===== config.mk =====
export PLATFORM = sky130hd
export DESIGN_NAME = pipe_scroller_flat
export DESIGN_NICKNAME = d
export VERILOG_FILES = /design/src/rtl/pipe_scroller_pkg.sv /design/src/rtl/pipe_scroller_if.sv /design/src/rtl/pipe_scroller_window_lfsr.sv /design/src/rtl/pipe_scroller.sv /design/src/flat_wrapper.sv
export SDC_FILE = /design/constraint.sdc
export NUM_CORES = 1
export LEC_CHECK = 0
export CAP_MARGIN = 20
export CORE_ASPECT_RATIO = 1.75
export CORE_MARGIN = 4
export CORE_UTILIZATION = 25
export DETAILED_ROUTE_END_ITERATION = 6
export PLACE_DENSITY_LB_ADDON = 0.12
export SLEW_MARGIN = 40
export SYNTH_ARGS = -nofsm -noshare
export SYNTH_HDL_FRONTEND = slang
export SYNTH_HIERARCHICAL = 1
export SYNTH_SLANG_ARGS = --single-unit

===== constraint.sdc =====
create_clock -name iClk -period 2.7 [get_ports iClk]
set_input_delay 0.27 -clock iClk [delete_from_list [all_inputs] [get_ports iClk]]
set_output_delay 0.27 -clock iClk [all_outputs]
set_load 0.01 [all_outputs]

===== src/rtl/pipe_scroller_pkg.sv =====
// Shared VGA timing constants, derived widths and state encodings for the
// pipe scroller game-state stage.
package pipe_scroller_pkg;

    localparam int unsigned WIDTH  = 640;
    localparam int unsigned H_TOT  = 800;
    localparam int unsigned HEIGHT = 480;
    localparam int unsigned V_TOT  = 525;
    localparam int unsigned P_NUM  = 4;

    localparam int unsigned HW = $clog2(H_TOT);
    localparam int unsigned VW = $clog2(V_TOT);

    typedef enum logic [1:0] {
        ST_IDLE = 2'b00,
        ST_RUN  = 2'b01,
        ST_STOP = 2'b10
    } state_t;

endpackage


===== src/rtl/pipe_scroller_if.sv =====
// Control inputs and renderer-facing outputs of the pipe scroller.
interface pipe_scroller_if;
    import pipe_scroller_pkg::*;

    logic                  iFrameTick;
    logic                  iStart;
    logic                  iCollision;
    logic [HW-1:0]         oPipePos;
    logic [P_NUM*VW-1:0]   oWindowsPos;
    logic [7:0]            oScore;
    logic [1:0]            oState;

    modport master (
        output iFrameTick, iStart, iCollision,
        input  oPipePos, oWindowsPos, oScore, oState
    );

    modport slave (
        input  iFrameTick, iStart, iCollision,
        output oPipePos, oWindowsPos, oScore, oState
    );

endinterface


===== src/rtl/pipe_scroller_window_lfsr.sv =====
// Free-running 16-bit Galois LFSR folded into a window height range.
module window_lfsr
    import pipe_scroller_pkg::*;
#(
    parameter logic [15:0] SEED      = 16'hACE1,
    parameter int unsigned WIN_MIN   = 80,
    parameter int unsigned WIN_RANGE = 221
) (
    input  logic          clk,
    input  logic          rst,
    output logic [VW-1:0] window
);

    logic [15:0] lfsr;
    logic [8:0]  fold;

    // Right-shifting Galois LFSR, x^16+x^14+x^13+x^11+1, runs every clock.
    always_ff @(posedge clk) begin
        if (rst) begin
            lfsr <= SEED;
        end else begin
            lfsr <= {1'b0, lfsr[15:1]} ^ (lfsr[0] ? 16'hB400 : 16'h0000);
        end
    end

    // Low byte folded once into 0..WIN_RANGE-1, then offset by WIN_MIN.
    always_comb begin
        fold = {1'b0, lfsr[7:0]};
        if (fold >= 9'(WIN_RANGE)) begin
            fold = fold - 9'(WIN_RANGE);
        end
        window = VW'(WIN_MIN) + VW'(fold);
    end

endmodule


===== src/rtl/pipe_scroller.sv =====
// Per-frame pipe position, gap windows and BCD score with run/stop control.
module pipe_scroller
    import pipe_scroller_pkg::*;
#(
    parameter int unsigned PIPE_W       = 64,
    parameter int unsigned PIPE_SPACING = 160,
    parameter int unsigned SPEED        = 2,
    parameter int unsigned BIRD_X       = 200,
    parameter int unsigned INIT_X       = 640,
    parameter int unsigned WIN_INIT     = 200,
    parameter int unsigned WIN_MIN      = 80,
    parameter int unsigned WIN_RANGE    = 221,
    parameter logic [15:0] LFSR_SEED    = 16'hACE1
) (
    input  logic             iClk,
    input  logic             iRst,
    pipe_scroller_if.slave   bus
);

    state_t        state;
    logic [HW-1:0] pipePos;
    logic [VW-1:0] win [P_NUM];
    logic [7:0]    score;
    logic [VW-1:0] newWin;

    logic [HW:0]   posExt;
    logic [HW:0]   movedPos;
    logic [HW:0]   recycledPos;
    logic          normalMove;
    logic          crossing;
    logic [7:0]    scoreInc;

    window_lfsr #(
        .SEED      (LFSR_SEED),
        .WIN_MIN   (WIN_MIN),
        .WIN_RANGE (WIN_RANGE)
    ) uLfsr (
        .clk    (iClk),
        .rst    (iRst),
        .window (newWin)
    );

    // Move arithmetic at HW+1 bits so sums never wrap.
    always_comb begin
        posExt      = {1'b0, pipePos};
        normalMove  = posExt >= (HW+1)'(SPEED);
        movedPos    = posExt - (HW+1)'(SPEED);
        recycledPos = posExt + (HW+1)'(PIPE_SPACING) - (HW+1)'(SPEED);
        crossing    = ((posExt + (HW+1)'(PIPE_W)) >= (HW+1)'(BIRD_X)) &&
                      ((movedPos + (HW+1)'(PIPE_W)) < (HW+1)'(BIRD_X));
    end

    // Saturating two-digit BCD increment.
    always_comb begin
        scoreInc = score;
        if (score != 8'h99) begin
            if (score[3:0] == 4'd9) begin
                scoreInc = {score[7:4] + 4'd1, 4'd0};
            end else begin
                scoreInc = {score[7:4], score[3:0] + 4'd1};
            end
        end
    end

    // Run/stop controller and all registered game state.
    always_ff @(posedge iClk) begin
        if (iRst) begin
            state   <= ST_IDLE;
            pipePos <= HW'(INIT_X);
            score   <= 8'h00;
            for (int unsigned k = 0; k < P_NUM; k++) win[k] <= VW'(WIN_INIT);
        end else begin
            case (state)
                ST_IDLE: begin
                    if (bus.iStart) state <= ST_RUN;
                end
                ST_RUN: begin
                    if (bus.iCollision) begin
                        state <= ST_STOP;
                    end else if (bus.iFrameTick) begin
                        if (normalMove) begin
                            pipePos <= movedPos[HW-1:0];
                            if (crossing) score <= scoreInc;
                        end else begin
                            pipePos <= recycledPos[HW-1:0];
                            for (int unsigned k = 0; k < P_NUM - 1; k++) win[k] <= win[k+1];
                            win[P_NUM-1] <= newWin;
                        end
                    end
                end
                ST_STOP: begin
                    if (bus.iStart) begin
                        state   <= ST_IDLE;
                        pipePos <= HW'(INIT_X);
                        score   <= 8'h00;
                        for (int unsigned k = 0; k < P_NUM; k++) win[k] <= VW'(WIN_INIT);
                    end
                end
                default: state <= ST_IDLE;
            endcase
        end
    end

    // Window slots packed for the renderer.
    always_comb begin
        bus.oWindowsPos = '0;
        for (int unsigned k = 0; k < P_NUM; k++) bus.oWindowsPos[k*VW +: VW] = win[k];
    end

    assign bus.oPipePos = pipePos;
    assign bus.oScore   = score;
    assign bus.oState   = state;

endmodule


===== src/flat_wrapper.sv =====
// flat-port wrapper written by rule: the top's interface ports become plain ports
module pipe_scroller_flat import pipe_scroller_pkg::*;
#(
    parameter int unsigned PIPE_W       = 64,
    parameter int unsigned PIPE_SPACING = 160,
    parameter int unsigned SPEED        = 2,
    parameter int unsigned BIRD_X       = 200,
    parameter int unsigned INIT_X       = 640,
    parameter int unsigned WIN_INIT     = 200,
    parameter int unsigned WIN_MIN      = 80,
    parameter int unsigned WIN_RANGE    = 221,
    parameter logic [15:0] LFSR_SEED    = 16'hACE1
)
  (iClk, iRst, bus_iFrameTick, bus_iStart, bus_iCollision, bus_oPipePos, bus_oWindowsPos, bus_oScore, bus_oState);
  pipe_scroller_if bus_i ();
  input  logic iClk;
  input  logic iRst;
  input wire logic [$bits(bus_i.iFrameTick)-1:0] bus_iFrameTick;
  input wire logic [$bits(bus_i.iStart)-1:0] bus_iStart;
  input wire logic [$bits(bus_i.iCollision)-1:0] bus_iCollision;
  output wire logic [$bits(bus_i.oPipePos)-1:0] bus_oPipePos;
  output wire logic [$bits(bus_i.oWindowsPos)-1:0] bus_oWindowsPos;
  output wire logic [$bits(bus_i.oScore)-1:0] bus_oScore;
  output wire logic [$bits(bus_i.oState)-1:0] bus_oState;
  assign bus_i.iFrameTick = bus_iFrameTick;
  assign bus_i.iStart = bus_iStart;
  assign bus_i.iCollision = bus_iCollision;
  assign bus_oPipePos = bus_i.oPipePos;
  assign bus_oWindowsPos = bus_i.oWindowsPos;
  assign bus_oScore = bus_i.oScore;
  assign bus_oState = bus_i.oState;
  pipe_scroller #(.PIPE_W(PIPE_W), .PIPE_SPACING(PIPE_SPACING), .SPEED(SPEED), .BIRD_X(BIRD_X), .INIT_X(INIT_X), .WIN_INIT(WIN_INIT), .WIN_MIN(WIN_MIN), .WIN_RANGE(WIN_RANGE), .LFSR_SEED(LFSR_SEED)) u_core (.iClk(iClk), .iRst(iRst), .bus(bus_i));
endmodule

==> reports/metrics.csv <==
metric,value,unit
vias per cell,4.883,
Final Skew,0.01100,ns
dpl cell area,0.004679,mm2
"Reg clk slew, reported paths",0.07,ns
io pins,65,
Gate Count Post-Synth,392,
Netlist cell types,67,
wire length per cell,15.49,um
CP Class,flop to flop,
final worst-path cycle share,0.9407,
vias post-DR,3213,
critical path arrival,2.81,ns
mapped cell area,0.003736,mm2
FF+latch area,0.001704,mm2
final instance area,0.005000,mm2
Routed WL,10.19,mm
most frequent cells in the layout,"clkdlybuf4s50_1 (63), dfxtp_1 (53), nor2_1 (31), buf_4 (26), nand2_1 (24)",
number of flops mapped to enable cells by yosys,20,
outcome,finished clean,
Root Driver,clkbuf_16,
Total Routing Usage GR,0.1244,
CTS H-tree depth,3,
CP endpoint kind,flop,
class of the worst hold path,flop to flop,
# Post-CTS Setup Buffers,0,
Cell Rows,58,
Clock Latency Late Sink,0.34,ns
die area,0.01704,mm2
Die X,100.4,um
Area growth syn-to-layout,33.82,%
Place WS,0.1092,ns
initial drt markers,93,
fraction of layout instances using a drive strength above 1,0.1485,
sequential cell area fraction in the yosys report,0.4555,
Final #Nets,494,
endpoints failing setup,0,
unrepaired setup endpoints after global routing,false,
largest net degree at the start of global routing,19,
maxcap violations,0,
clk sink count,75,
multi-input logic area,0.001861,mm2
Detailed Routing Iterations Pass 1,4,
initial antenna violation count,0,
PD cells,578.4,mW/mm2
Tot Pwr,2.892,mW
Initial Utilization,0.2574,
I/O Buffers,63,
DP Wirelength,7.832,mm
flop and latch count out of synthesis,75,
final std cells w/o fill,658,
kind of start point of the critical path,flop,
Remaining DRCs,0,
CP Data Required Time,2.97,ns
number of fill cells in the layout,1549,
min Tclk post-route,2.540,ns
vias in the first global route,3323,
ANT nets after route,0,
TritonCTS buffer count,9,
core box area,0.01451,mm2
Main synth FF type,dfxtp_1,
CP max FO,5,
CTS Buffer Depth,2,
total grt overflow,0,
"most common cell after layout, fill and taps aside",clkdlybuf4s50_1,
final setup TNS,0,ns
hold_ws,0.4124,ns
Layout Utilization,0.3445,
ant diodes,0,
Avg Inst Size Synth,9.531,um2
Final Hold Vio Count,0,
Lkg Pwr,1.903,nW
Die Y-Extent,169.7,um
YS warnings,6,
Syn Nets,413,
ys async rst share,0,
gp weighted congestion,0.8651,
Final WS setup,0.1600,ns
CTS tree,yes,
first-pass GRT wire length,16.71,mm
Worst VDD drop,327.9,uV
Cells after DPL,642,
Final Max Tran Viols,0,
FMAX,393.7,MHz
==> state kept, by name, summed over array words and instances (netlist names) <==
name,count
u_core/uLfsr/lfsr,16
u_core/win,40
u_core/bus.oScore,8
u_core/bus.oPipePos,9
u_core/bus.oState,2
==> power breakdown <==
part / internal (mW) / switching [mW] / total [mW]
clock network: 0.660 / 0.554 / 1.21
registers: 1.19 / 0.0374 / 1.23
logic: 0.198 / 0.249 / 0.447
total: 2.05 / 0.840 / 2.89
==> critical path: stages, from the launching register on <==
cell and delay (ns):
dfxtp_2 0.32, inv_1 0.04, ha_1 0.21, nor2b_2 0.16
and3_4 0.19, xnor2_1 0.13, ha_2 0.22, and3b_1 0.18
a31oi_1 0.16, o31ai_1 0.09, and4_4 0.21, a311o_1 0.41
o221ai_2 0.16
==> metal layers <==
| metal | global-route usage | vias up | wire, um |
|---|---|---|---|
| met5 | 0 | - | 0 |
| met2 | 0.2244 | 88 | 5336 |
| met3 | 0.02838 | 26 | 516 |
| li1 | - | 1567 | - |
| met4 | 0.07918 | 0 | 366 |
| met1 | 0.1259 | 1532 | 3974 |
==> kinds of logic after synthesis <==
kind of cell	Yosys count	synth area share
and+or+nand+nor	166	0.2492
AOI/OAI and AO/OA	80	0.1574
DFF	75	0.4555
buffers and inverters	41	0.05158
adders and majority gates	16	0.05358
xor gates and xnor gates	9	0.02110
muxes	4	0.01072
other	1	0.001004
==> cell type report <==
type | count | share of cell area
inverters | 22 | 0.01652
repair buffers | 89 | 0.1652
flip-flops and latches | 75 | 0.3408
multi-input cells | 276 | 0.3721
clock buffers | 9 | 0.04505
clock inverters | 7 | 0.01527
well taps | 180 | 0.04505
==> Yosys cell counts, types with 8 or more instances <==
master    number  area share
dfxtp_1       55        0.29
nor2_1        31       0.031
nand2_1       24       0.024
inv_1         21       0.021
edfxtp_1      20        0.16
ha_1          16       0.054
a22o_1        15       0.035
nand3_1       14       0.019
a21oi_1       13       0.017
nor3_1        13       0.017
o21ai_0       12       0.016
nand2b_1      11       0.018
nor2b_1       11       0.018
and2_1        10       0.017
clkbuf_1      10       0.010
and3_1         8       0.013
or2_2          8       0.013
or3_1          8       0.013
==> path summary, 6_finish.rpt <==
check,start,endpoint,slack [ns],depth (start not counted)
worst max-delay path,u_core/bus.oPipePos[1],u_core/bus.oScore[7],0.16,12
worst min-delay path,u_core/uLfsr/lfsr[8],u_core/uLfsr/lfsr[7],0.41,1
worst max register to register,u_core/bus.oPipePos[1],u_core/bus.oScore[7],0.16,12
worst min register to register,u_core/uLfsr/lfsr[8],u_core/uLfsr/lfsr[7],0.41,1
==> repair_timing <==
item / CTS / global route
hold endpoints to repair: 0 / 0
hold buffers: 0 / 0
gates resized for setup: 0 / 6
endpoints found under the setup margin: 0 / 8
Note: power is estimated with default switching activity, not from simulation.
